**src/rtl/dmem_arbiter_if.sv**
```systemverilog
// dmem_arbiter_if: core/loader request buses and SRAM port of the data-memory arbiter
// Ports (arbiter view): i_c_*/i_l_* request side, o_c_*/o_l_* grant/response,
// o_rdata shared read data, o_d_mem_* SRAM drive, i_d_mem_di SRAM read data,
// o_stall_cnt core stall counter.
interface dmem_arbiter_if #(parameter int AWIDTH = 12, parameter int DWIDTH = 32);
    logic              i_c_req, i_c_lock, i_c_wen;
    logic [3:0]        i_c_be;
    logic [AWIDTH-1:0] i_c_addr;
    logic [DWIDTH-1:0] i_c_wdata;
    logic              o_c_gnt, o_c_rvalid;
    logic              i_l_req, i_l_lock, i_l_wen;
    logic [3:0]        i_l_be;
    logic [AWIDTH-1:0] i_l_addr;
    logic [DWIDTH-1:0] i_l_wdata;
    logic              o_l_gnt, o_l_rvalid;
    logic [DWIDTH-1:0] o_rdata;
    logic              o_d_mem_csn, o_d_mem_wen;
    logic [3:0]        o_d_mem_be;
    logic [AWIDTH-1:0] o_d_mem_addr;
    logic [DWIDTH-1:0] o_d_mem_dout;
    logic [DWIDTH-1:0] i_d_mem_di;
    logic [31:0]       o_stall_cnt;
    modport slave (
        input  i_c_req, i_c_lock, i_c_wen, i_c_be, i_c_addr, i_c_wdata,
        input  i_l_req, i_l_lock, i_l_wen, i_l_be, i_l_addr, i_l_wdata, i_d_mem_di,
        output o_c_gnt, o_c_rvalid, o_l_gnt, o_l_rvalid, o_rdata,
        output o_d_mem_csn, o_d_mem_wen, o_d_mem_be, o_d_mem_addr, o_d_mem_dout, o_stall_cnt
    );
    modport master (
        output i_c_req, i_c_lock, i_c_wen, i_c_be, i_c_addr, i_c_wdata,
        output i_l_req, i_l_lock, i_l_wen, i_l_be, i_l_addr, i_l_wdata, i_d_mem_di,
        input  o_c_gnt, o_c_rvalid, o_l_gnt, o_l_rvalid, o_rdata,
        input  o_d_mem_csn, o_d_mem_wen, o_d_mem_be, o_d_mem_addr, o_d_mem_dout, o_stall_cnt
    );
endinterface

```
**src/rtl/dmem_arbiter.sv**
```systemverilog
// dmem_arbiter: round-robin arbiter with bounded burst lock sharing one data SRAM
// Ports: i_clk clock, i_rstn async active-low reset, bus (dmem_arbiter_if.slave)
// carrying core/loader requests, grants, read-valid pulses, SRAM drive and stall count.
module dmem_arbiter #(parameter int MAX_BURST = 8) (
    input logic          i_clk,
    input logic          i_rstn,
    dmem_arbiter_if.slave bus
);
    localparam int BW = $clog2(MAX_BURST + 1);
    localparam logic [BW-1:0] MAX_B = BW'(MAX_BURST);
    typedef enum logic [1:0] {OWN_NONE, OWN_CORE, OWN_LOAD} owner_t;
    owner_t        r_owner, r_last, w_owner_nx, w_last_nx;
    logic [BW-1:0] r_burst, w_burst_nx;
    logic          r_rv_c, r_rv_l;
    logic [31:0]   r_stall_cnt;
    logic          w_hold_c, w_hold_l, w_gnt_c, w_gnt_l, w_any, w_lock;
    // The current owner keeps the memory on a tie only while its lock run is below the limit
    assign w_hold_c = r_owner == OWN_CORE && bus.i_c_lock && r_burst < MAX_B;
    assign w_hold_l = r_owner == OWN_LOAD && bus.i_l_lock && r_burst < MAX_B;
    assign w_gnt_c  = i_rstn && bus.i_c_req && (!bus.i_l_req || w_hold_c || (!w_hold_l && r_last != OWN_CORE));
    assign w_gnt_l  = i_rstn && bus.i_l_req && !w_gnt_c;
    assign w_any    = w_gnt_c || w_gnt_l;
    assign w_lock   = w_gnt_c ? bus.i_c_lock : bus.i_l_lock;
    assign bus.o_c_gnt      = w_gnt_c;
    assign bus.o_l_gnt      = w_gnt_l;
    assign bus.o_c_rvalid   = r_rv_c;
    assign bus.o_l_rvalid   = r_rv_l;
    assign bus.o_rdata      = bus.i_d_mem_di;
    assign bus.o_stall_cnt  = r_stall_cnt;
    assign bus.o_d_mem_csn  = !w_any;
    assign bus.o_d_mem_wen  = w_gnt_c ? bus.i_c_wen   : w_gnt_l ? bus.i_l_wen   : 1'b1;
    assign bus.o_d_mem_be   = w_gnt_c ? bus.i_c_be    : w_gnt_l ? bus.i_l_be    : '0;
    assign bus.o_d_mem_addr = w_gnt_c ? bus.i_c_addr  : w_gnt_l ? bus.i_l_addr  : '0;
    assign bus.o_d_mem_dout = w_gnt_c ? bus.i_c_wdata : w_gnt_l ? bus.i_l_wdata : '0;
    always_comb begin
        w_owner_nx = OWN_NONE;
        w_last_nx  = r_last;
        w_burst_nx = '0;
        if (w_any) begin
            w_owner_nx = w_gnt_c ? OWN_CORE : OWN_LOAD;
            w_last_nx  = w_owner_nx;
            // An unlocked grant clears the run so the next locked access starts fresh
            w_burst_nx = !w_lock ? '0 : w_owner_nx != r_owner ? BW'(1) : r_burst == MAX_B ? MAX_B : r_burst + 1'b1;
        end
    end
    always_ff @(posedge i_clk or negedge i_rstn) begin
        if (!i_rstn) begin
            r_owner     <= OWN_NONE;
            r_last      <= OWN_LOAD;
            r_burst     <= '0;
            r_rv_c      <= 1'b0;
            r_rv_l      <= 1'b0;
            r_stall_cnt <= '0;
        end else begin
            r_owner <= w_owner_nx;
            r_last  <= w_last_nx;
            r_burst <= w_burst_nx;
            r_rv_c  <= w_gnt_c && bus.i_c_wen;
            r_rv_l  <= w_gnt_l && bus.i_l_wen;
            if (bus.i_c_req && !w_gnt_c && r_stall_cnt != '1)
                r_stall_cnt <= r_stall_cnt + 1'b1;
        end
    end
endmodule

```
**src/flat_wrapper.sv**
```systemverilog
// flat-port wrapper written by rule: the top's interface ports become plain ports
module dmem_arbiter_flat 
#(parameter int MAX_BURST = 8)
  (i_clk, i_rstn, bus_i_c_req, bus_i_c_lock, bus_i_c_wen, bus_i_c_be, bus_i_c_addr, bus_i_c_wdata, bus_i_l_req, bus_i_l_lock, bus_i_l_wen, bus_i_l_be, bus_i_l_addr, bus_i_l_wdata, bus_i_d_mem_di, bus_o_c_gnt, bus_o_c_rvalid, bus_o_l_gnt, bus_o_l_rvalid, bus_o_rdata, bus_o_d_mem_csn, bus_o_d_mem_wen, bus_o_d_mem_be, bus_o_d_mem_addr, bus_o_d_mem_dout, bus_o_stall_cnt);
  dmem_arbiter_if #(.AWIDTH(12), .DWIDTH(32)) bus_i ();
  input logic i_clk;
  input logic i_rstn;
  input wire logic [$bits(bus_i.i_c_req)-1:0] bus_i_c_req;
  input wire logic [$bits(bus_i.i_c_lock)-1:0] bus_i_c_lock;
  input wire logic [$bits(bus_i.i_c_wen)-1:0] bus_i_c_wen;
  input wire logic [$bits(bus_i.i_c_be)-1:0] bus_i_c_be;
  input wire logic [$bits(bus_i.i_c_addr)-1:0] bus_i_c_addr;
  input wire logic [$bits(bus_i.i_c_wdata)-1:0] bus_i_c_wdata;
  input wire logic [$bits(bus_i.i_l_req)-1:0] bus_i_l_req;
  input wire logic [$bits(bus_i.i_l_lock)-1:0] bus_i_l_lock;
  input wire logic [$bits(bus_i.i_l_wen)-1:0] bus_i_l_wen;
  input wire logic [$bits(bus_i.i_l_be)-1:0] bus_i_l_be;
  input wire logic [$bits(bus_i.i_l_addr)-1:0] bus_i_l_addr;
  input wire logic [$bits(bus_i.i_l_wdata)-1:0] bus_i_l_wdata;
  input wire logic [$bits(bus_i.i_d_mem_di)-1:0] bus_i_d_mem_di;
  output wire logic [$bits(bus_i.o_c_gnt)-1:0] bus_o_c_gnt;
  output wire logic [$bits(bus_i.o_c_rvalid)-1:0] bus_o_c_rvalid;
  output wire logic [$bits(bus_i.o_l_gnt)-1:0] bus_o_l_gnt;
  output wire logic [$bits(bus_i.o_l_rvalid)-1:0] bus_o_l_rvalid;
  output wire logic [$bits(bus_i.o_rdata)-1:0] bus_o_rdata;
  output wire logic [$bits(bus_i.o_d_mem_csn)-1:0] bus_o_d_mem_csn;
  output wire logic [$bits(bus_i.o_d_mem_wen)-1:0] bus_o_d_mem_wen;
  output wire logic [$bits(bus_i.o_d_mem_be)-1:0] bus_o_d_mem_be;
  output wire logic [$bits(bus_i.o_d_mem_addr)-1:0] bus_o_d_mem_addr;
  output wire logic [$bits(bus_i.o_d_mem_dout)-1:0] bus_o_d_mem_dout;
  output wire logic [$bits(bus_i.o_stall_cnt)-1:0] bus_o_stall_cnt;
  assign bus_i.i_c_req = bus_i_c_req;
  assign bus_i.i_c_lock = bus_i_c_lock;
  assign bus_i.i_c_wen = bus_i_c_wen;
  assign bus_i.i_c_be = bus_i_c_be;
  assign bus_i.i_c_addr = bus_i_c_addr;
  assign bus_i.i_c_wdata = bus_i_c_wdata;
  assign bus_i.i_l_req = bus_i_l_req;
  assign bus_i.i_l_lock = bus_i_l_lock;
  assign bus_i.i_l_wen = bus_i_l_wen;
  assign bus_i.i_l_be = bus_i_l_be;
  assign bus_i.i_l_addr = bus_i_l_addr;
  assign bus_i.i_l_wdata = bus_i_l_wdata;
  assign bus_i.i_d_mem_di = bus_i_d_mem_di;
  assign bus_o_c_gnt = bus_i.o_c_gnt;
  assign bus_o_c_rvalid = bus_i.o_c_rvalid;
  assign bus_o_l_gnt = bus_i.o_l_gnt;
  assign bus_o_l_rvalid = bus_i.o_l_rvalid;
  assign bus_o_rdata = bus_i.o_rdata;
  assign bus_o_d_mem_csn = bus_i.o_d_mem_csn;
  assign bus_o_d_mem_wen = bus_i.o_d_mem_wen;
  assign bus_o_d_mem_be = bus_i.o_d_mem_be;
  assign bus_o_d_mem_addr = bus_i.o_d_mem_addr;
  assign bus_o_d_mem_dout = bus_i.o_d_mem_dout;
  assign bus_o_stall_cnt = bus_i.o_stall_cnt;
  dmem_arbiter #(.MAX_BURST(MAX_BURST)) u_core (.i_clk(i_clk), .i_rstn(i_rstn), .bus(bus_i));
endmodule
```
**config.mk**
```make
export PLATFORM = sky130hd
export DESIGN_NAME = dmem_arbiter_flat
export DESIGN_NICKNAME = d
export VERILOG_FILES = /design/src/rtl/dmem_arbiter_if.sv /design/src/rtl/dmem_arbiter.sv /design/src/flat_wrapper.sv
export SDC_FILE = /design/constraint.sdc
export NUM_CORES = 1
export LEC_CHECK = 0
export CAP_MARGIN = 15
export CORE_AREA = 8 8 105 107
export DETAILED_ROUTE_END_ITERATION = 6
export DIE_AREA = 0 0 113 115
export PLACE_DENSITY = 0.91
export SLEW_MARGIN = 10
export SYNTH_ARGS = -nofsm -noshare
export SYNTH_HDL_FRONTEND = slang
export SYNTH_SLANG_ARGS = --single-unit
```
**constraint.sdc**
```tcl
create_clock -name i_clk -period 2.26 [get_ports i_clk]
set_clock_uncertainty 0.1 [all_clocks]
set_input_delay 0.339 -clock i_clk [delete_from_list [all_inputs] [get_ports i_clk]]
set_output_delay 0.339 -clock i_clk [all_outputs]
set_load 0.02 [all_outputs]
```
==> results of run 1 <==
[layout by cell type, fill, tap and decap left out, types with 2 or more instances in the layout]
cell type	count
clkdlybuf4s50_1	134
buf_6	54
a22o_1	46
dfrtp_1	41
buf_4	36
xnor2_1	27
nand3_1	24
nand4_1	12
inv_1	10
nor2_1	10
and3_1	10
nand2_1	9
xor2_1	5
nor3b_2	5
clkbuf_8	5
buf_16	5
clkbuf_16	4
nor2b_1	3
a21oi_1	3
ha_1	3
dlygate4sd2_1	3
buf_12	3
nand2_2	2
a21oi_4	2
a22o_4	2
nor3b_1	2
mux2i_1	2
nor4_1	2
and4_1	2
nor4_4	2
buf_8	2
[metrics by stage]
step,setup WS [ns],total power (uW)
finish,-0.232,2580
global route,-0.311,2690
CTS,-0.263,2560
detailed placement,-0.747,1870
global placement,-0.684,1850
floorplan,0.0568,1360
[worst max-delay path by stage]
stage                            from                    to  slack, ns  cells after the start
finish              u_core.r_burst[3]   bus_o_d_mem_dout[3]      -0.23                      8
global route        u_core.r_owner[0]   bus_o_d_mem_dout[2]      -0.31                      8
CTS                 u_core.r_owner[1]  bus_o_d_mem_dout[17]      -0.26                      7
detailed placement       bus_i_l_lock  bus_o_d_mem_dout[18]      -0.75                      7
global placement         bus_i_l_lock  bus_o_d_mem_dout[18]      -0.68                      7
floorplan           u_core.r_owner[1]       bus_o_d_mem_wen       0.06                      6
[kinds of logic after synthesis]
| logic type | Yosys count |
|---|---|
| AOI/OAI and AO/OA | 64 |
| xor gates and xnor gates | 32 |
| adders and majority gates | 3 |
| buffers and inverters | 56 |
| DFF | 42 |
| muxes | 3 |
| and+or+nand+nor | 92 |
[per-layer routing]
| layer | vias to the layer above | GRT usage | wire, um |
|---|---|---|---|
| met1 | 1561 | 0.222 | 5350 |
| met3 | 18 | 0.0530 | 906 |
| li1 | 1462 | - | - |
| met2 | 109 | 0.330 | 6770 |
| met5 | - | 0 | 0 |
| met4 | 0 | 0.0444 | 156 |
[what timing repair did]
action                                  CTS  global route
hold buffers                              1             0
hold endpoints to repair                  1             0
pin swaps                                10             9
resized for setup                       323            10
setup buffers                             6             1
gates cloned                              5             5
endpoints found under the setup margin   51            51
[flip-flops by register name (all words and copies together) (netlist names)]
name	cells
u_core.bus.o_c_rvalid	1
u_core.bus.o_l_rvalid	1
u_core.bus.o_stall_cnt	32
u_core.r_burst	4
u_core.r_last	2
u_core.r_owner	2
[power by group through the flow]
stage	clock (uW)	combinational [uW]	sequential [uW]
final	590	1110	885
after global routing	629	1170	895
after CTS	602	1070	884
after detailed placement	0	973	900
after global placement	0	954	893
after floorplan	0	402	962
[cell type report]
| class | count | area, um2 | share of cell area |
|---|---|---|---|
| Antenna cell | 1 | 2.50 | 0.000454 |
| Clock buffer | 6 | 72.6 | 0.0132 |
| Clock inverter | 2 | 37.5 | 0.00682 |
| Inverter | 10 | 37.5 | 0.00682 |
| Multi-Input combinational cell | 194 | 1570 | 0.286 |
| Sequential cell | 42 | 1050 | 0.191 |
| Tap cell | 114 | 143 | 0.0259 |
| Timing Repair Buffer | 243 | 2590 | 0.470 |
[worst min-delay path, cell delays in order]
cell and delay (ns):
buf_2 0.12, buf_4 0.11, buf_4 0.46
==> flow_metrics.env, run 1 <==
export IMPL_fin_hold_ws_ns=0.181
export IMPL_critPathMaxStageDelay_ns=0.41
export IMPL_cts_path_max_buffers=2
export IMPL_slew_viol_final=0
export IMPL_drv_cap=0
export IMPL_required_ns=1.82
export IMPL_r2r_worst_path_cells=5
export IMPL_p_per_area_mw_per_mm2=469
export IMPL_synth_area_leaders="dfrtp_1 (35%), a22o_1 (14%), buf_4 (9.5%)"
export IMPL_cts_tree="yes"
export IMPL_yosys_area_share_simple=0.202
export IMPL_synth_most_common_cell="a22o_1"
export IMPL_crit_chain="or2_4, buf_6, o221ai_4, a21oi_4, buf_8, buf_12, a22o_1, buf_6"
export IMPL_antenna_found_initial=1
export IMPL_period_share=1.10
export IMPL_postRouteWirelength_um=13200
export IMPL_worstMarginPinSlew_ns=0.577
export IMPL_synth_distinct_cells=44
export IMPL_dpl_cell_count=586
export IMPL_first_global_vias=3424
export IMPL_final_setup_tns_ns=-9.98
export IMPL_design_area_mm2=0.00551
export IMPL_cp_start_kind="flop"
export IMPL_netlist_area_leader_share=0.351
export IMPL_syn_area_per_cell_um2=10.0
export IMPL_slew_headroom=0.615
export IMPL_drt_initial_drc_count=217
export IMPL_synth_top_family_by_area="simple AND/OR/NAND/NOR gates"
export IMPL_hp_class="in -> async"
export IMPL_routedWlPerCell_um=21.5
export IMPL_p_switching_uw=811
export IMPL_yosys_warnings=0
export IMPL_fillers=795
export IMPL_cpMaxStageDelayCell="dfrtp_1"
export IMPL_synth_seq_cells=42
export IMPL_power_frac_comb=0.429
export IMPL_worstReg2RegEnd="u_core.bus.o_stall_cnt[23]"
export IMPL_violations="negative setup slack"
export IMPL_row_count=36
export IMPL_ios=254
export IMPL_period_needed_ns=2.49
export IMPL_grt_use_total=0.188
export IMPL_num_vias=3150
export IMPL_die_h_um=115
export IMPL_place_area_mm2=0.00495
export IMPL_rsz0062_at_grt="true"
export IMPL_final_util=0.582
export IMPL_finalHoldViolations=0
export IMPL_arrival_ns=2.05
export IMPL_seq_area_frac_synth=0.360
export IMPL_dominantRegCellSynth="dfrtp_1"
export IMPL_peakVddDrop_v=0.000474
export IMPL_areaGrowthSynthToFinish_pct=88.4
export IMPL_finalNetCount=635
export IMPL_die_w_um=113
export IMPL_via_per_inst=5.15
export IMPL_place_gp_congestion=0.899
export IMPL_grt_pass1_wl_um=19400
export IMPL_internal_power_uw=1770
export IMPL_dp_hpwl_um=9670
export IMPL_clk_pin_slew_ns=0.09
export IMPL_r2r_slack_ns=0.22
export IMPL_end_kind="output pin"
export IMPL_crit_path_max_fanout=12
export IMPL_worstSetupPathType="reg -> out"
export IMPL_timing_critical_path_max_delay_family="buffers and inverters"
export IMPL_synth_mux_area_fraction=0.0107
export IMPL_start_util=0.309
export IMPL_power_frac_clock=0.229
export IMPL_grt_max_degree=45
export IMPL_synth_xor_area_frac=0.0958
export IMPL_fmax_mhz=401
export IMPL_setup_viol=51
export IMPL_status="finished with violations"
export IMPL_clk_latency_ns=0.29
export IMPL_core_area_mm2=0.00946
export IMPL_swShare=0.314
export IMPL_clkSinkCount=42
export IMPL_critPathMostFrequentCell="buf_6"
export IMPL_drive_above_1_share=0.276
export IMPL_root_buffer="clkbuf_8"
export IMPL_synth_largest_area_cell="dfrtp_1"
export IMPL_place_port_buffers=189
export IMPL_syn_num_nets=431
export IMPL_synth_commonest_cells="a22o_1 (48), dfrtp_1 (41), buf_4 (37)"
export IMPL_synth_fa_ha_area_frac=0.0128
export IMPL_synth_edf_count=0
export IMPL_p_leak_uw=0.00238
export IMPL_sequentialPowerShare=0.343
export IMPL_postRouteAntennaNets=0
export IMPL_path_buf_inv=4
export IMPL_final_cell_count_no_fill=612
export IMPL_rr_startpoint="u_core.bus.o_stall_cnt[10]"
export IMPL_timing_final_ws_setup_ns=-0.232
export IMPL_dr_pass1_iters=4
export IMPL_numCtsBuffers=5
export IMPL_drc=0
export IMPL_synth_async_reset_ratio=1.00
export IMPL_ctsHtreeMaxLevel=2
export IMPL_die_area_mm2=0.0130
export IMPL_synth_compound_area_frac=0.196
export IMPL_synthCells=292
export IMPL_grt_overflow=0
export IMPL_synth_area_mm2=0.00292
Power figures use the tool's default switching activity.
==> run 2: changes to the inputs <==
--- a/config.mk
+++ b/config.mk
@@ -9,7 +9,7 @@
 export CORE_AREA = 8 8 105 107
 export DETAILED_ROUTE_END_ITERATION = 6
 export DIE_AREA = 0 0 113 115
-export PLACE_DENSITY = 0.91
+export PLACE_DENSITY = 0.92
 export SLEW_MARGIN = 10
 export SYNTH_ARGS = -nofsm -noshare
 export SYNTH_HDL_FRONTEND = slang
==> run 2 against run 1 <==
Net effect:
- die area is the same
- combinational power shrank 7%
- non-clock buffer count is the same
- global-route usage is essentially flat
- fmax shrank 1.0%
- count of clock-buffer cells in the layout is the same
- clock power shrank 19%
- sequential power grew 1%
- the run still ends with negative setup slack left
- hold slack lost 0.069 ns
- first-iteration DRC count shrank 26%
==> flow_metrics.env, run 2 (synthesis gave the netlist of run 1 again) <==
export IMPL_status="finished with violations"
export IMPL_violations="negative setup slack"
export IMPL_path_buf_inv=4
export IMPL_die_w_um=113
export IMPL_slew_headroom=0.641
export IMPL_finalHoldViolations=0
export IMPL_via_per_inst=5.08
export IMPL_finalNetCount=635
export IMPL_required_ns=1.82
export IMPL_place_port_buffers=189
export IMPL_peakVddDrop_v=0.000628
export IMPL_worstMarginPinSlew_ns=0.539
export IMPL_final_util=0.566
export IMPL_ios=254
export IMPL_grt_overflow=0
export IMPL_final_cell_mix="clkdlybuf4s50_1 (134), buf_6 (54), a22o_1 (48)"
export IMPL_drt_initial_drc_count=161
export IMPL_p_per_area_mw_per_mm2=449
export IMPL_clk_latency_ns=0.30
export IMPL_fmax_mhz=397
export IMPL_p_leak_uw=0.00232
export IMPL_diodes=0
export IMPL_dpl_cell_count=583
export IMPL_timing_final_ws_setup_ns=-0.258
export IMPL_critPathMostFrequentCell="buf_6"
export IMPL_grt_pass1_wl_um=19000
export IMPL_cpMaxStageDelayCell="dfrtp_1"
export IMPL_drv_cap=0
export IMPL_drive_above_1_share=0.276
export IMPL_timing_critical_path_max_delay_family="buffers and inverters"
export IMPL_core_area_mm2=0.00946
export IMPL_critPathMaxStageDelay_ns=0.42
export IMPL_setup_viol=51
export IMPL_place_gp_congestion=0.931
export IMPL_routedWlPerCell_um=21.3
export IMPL_grt_max_degree=42
export IMPL_hp_class="in -> async"
export IMPL_die_area_mm2=0.0130
export IMPL_row_count=36
export IMPL_worstSetupPathType="reg -> out"
export IMPL_final_cell_count_no_fill=611
export IMPL_ctsHtreeMaxLevel=2
export IMPL_clk_pin_slew_ns=0.09
export IMPL_root_buffer="clkbuf_8"
export IMPL_dp_hpwl_um=10400
export IMPL_crit_chain="or2_4, buf_6, o221ai_4, a21oi_4, buf_4, clkbuf_16, a22o_1, buf_6"
export IMPL_postRouteWirelength_um=13000
export IMPL_final_common_cell="clkdlybuf4s50_1"
export IMPL_first_global_vias=3268
export IMPL_grt_use_total=0.188
export IMPL_dr_pass1_iters=4
export IMPL_end_kind="output pin"
export IMPL_numCtsBuffers=5
export IMPL_cts_path_max_buffers=2
export IMPL_num_vias=3101
export IMPL_areaGrowthSynthToFinish_pct=83.1
export IMPL_postRouteAntennaNets=0
export IMPL_clkSinkCount=42
export IMPL_arrival_ns=2.08
export IMPL_slew_viol_final=0
export IMPL_period_share=1.11
export IMPL_largest_reg_flops=32
export IMPL_cts_tree="yes"
export IMPL_drc=0
export IMPL_die_h_um=115
export IMPL_start_util=0.309
export IMPL_antenna_found_initial=0
export IMPL_cp_start_kind="flop"
export IMPL_crit_path_max_fanout=4
export IMPL_period_needed_ns=2.52
export IMPL_rsz0062_at_grt="true"
-- run 2: changes by cell type in the layout (fill, tap and decap cells not counted), moves of 2 or more --
| cell | previous run | this run |
|---|---|---|
| buf_4 | 36 | 40 |
| clkbuf_16 | 4 | 1 |
| a22o_1 | 46 | 48 |
| buf_8 | 2 | 0 |
| buf_2 | 1 | 3 |
| buf_12 | 3 | 6 |
| a22o_4 | 2 | 0 |
| buf_16 | 5 | 1 |
-- run 2: repair_timing --
action | 4_1_cts | 5_1_grt
endpoints found under the setup margin | 52 | 52
cloned | 2 | 1
hold endpoints to repair | 2 | 0
hold buffers | 1 | 0
resized for setup | 267 | 40
buffers inserted | 8 | 10
pin swaps | 3 | 10
-- run 2: metal layers --
layer,vias up,part of all wire,track usage
li1,1451,-,-
met4,0,0.020,0.0560
met2,101,0.53,0.335
met3,21,0.077,0.0614
met1,1528,0.37,0.208
met5,-,0,0
-- run 2: layout make-up --
class	instances	area, um2
Multi-Input combinational cell	194	1560
Sequential cell	42	1050
Inverter	10	37.5
Clock inverter	2	13.8
Timing Repair Buffer	243	2480
Tap cell	114	143
Fill cell	828	4100
Clock buffer	6	72.6
-- run 2: path summary, 6_finish.rpt --
| kind | startpoint | to | slack, ns | cells after the start |
|---|---|---|---|---|
| setup / recovery | u_core.r_owner[1] | bus_o_d_mem_dout[29] | -0.26 | 8 |
| hold / removal | i_rstn | u_core.bus.o_stall_cnt[18] | 0.11 | 2 |
| setup reg to reg | u_core.r_owner[1] | u_core.r_burst[2] | 0.12 | 9 |
| hold reg to reg | u_core.bus.o_stall_cnt[7] | u_core.bus.o_stall_cnt[7] | 0.41 | 1 |
| max in group asynchronous | i_rstn | u_core.r_last[1] | 1.37 | 3 |
| min in group i_clk | u_core.bus.o_stall_cnt[7] | u_core.bus.o_stall_cnt[7] | 0.41 | 1 |
-- run 2: stage by stage --
step	hold slack, ns	total power [uW]	setup WS, ns	TNS (ns)	cell area, um2
finish	0.112	2400	-0.258	-11.24	5360
global route	0.165	2540	-0.333	-15.47	5360
CTS	0.141	2380	-0.309	-12.61	5170
detailed placement	0.245	1860	-0.758	-37.63	4930
global placement	0.237	1840	-0.714	-35.38	4930
floorplan	-0.0566	1360	0.0568	0	2930
-- run 2: power by group --
part	switching, uW	internal, uW	total [uW]	leakage, uW
registers	80.8	815	896	0.000563
logic	446	581	1030	0.00172
clock network	262	218	480	0.0000452
total	789	1610	2400	0.00232
-- run 2: worst register-to-register path, stage by stage, from the launching register on --
cell and delay (ns):
dfrtp_1 0.42, or2_4 0.27, buf_6 0.12, o221ai_4 0.24
a21oi_4 0.12, buf_12 0.16, buf_6 0.11, buf_4 0.13
a22oi_1 0.27, nor2_1 0.10
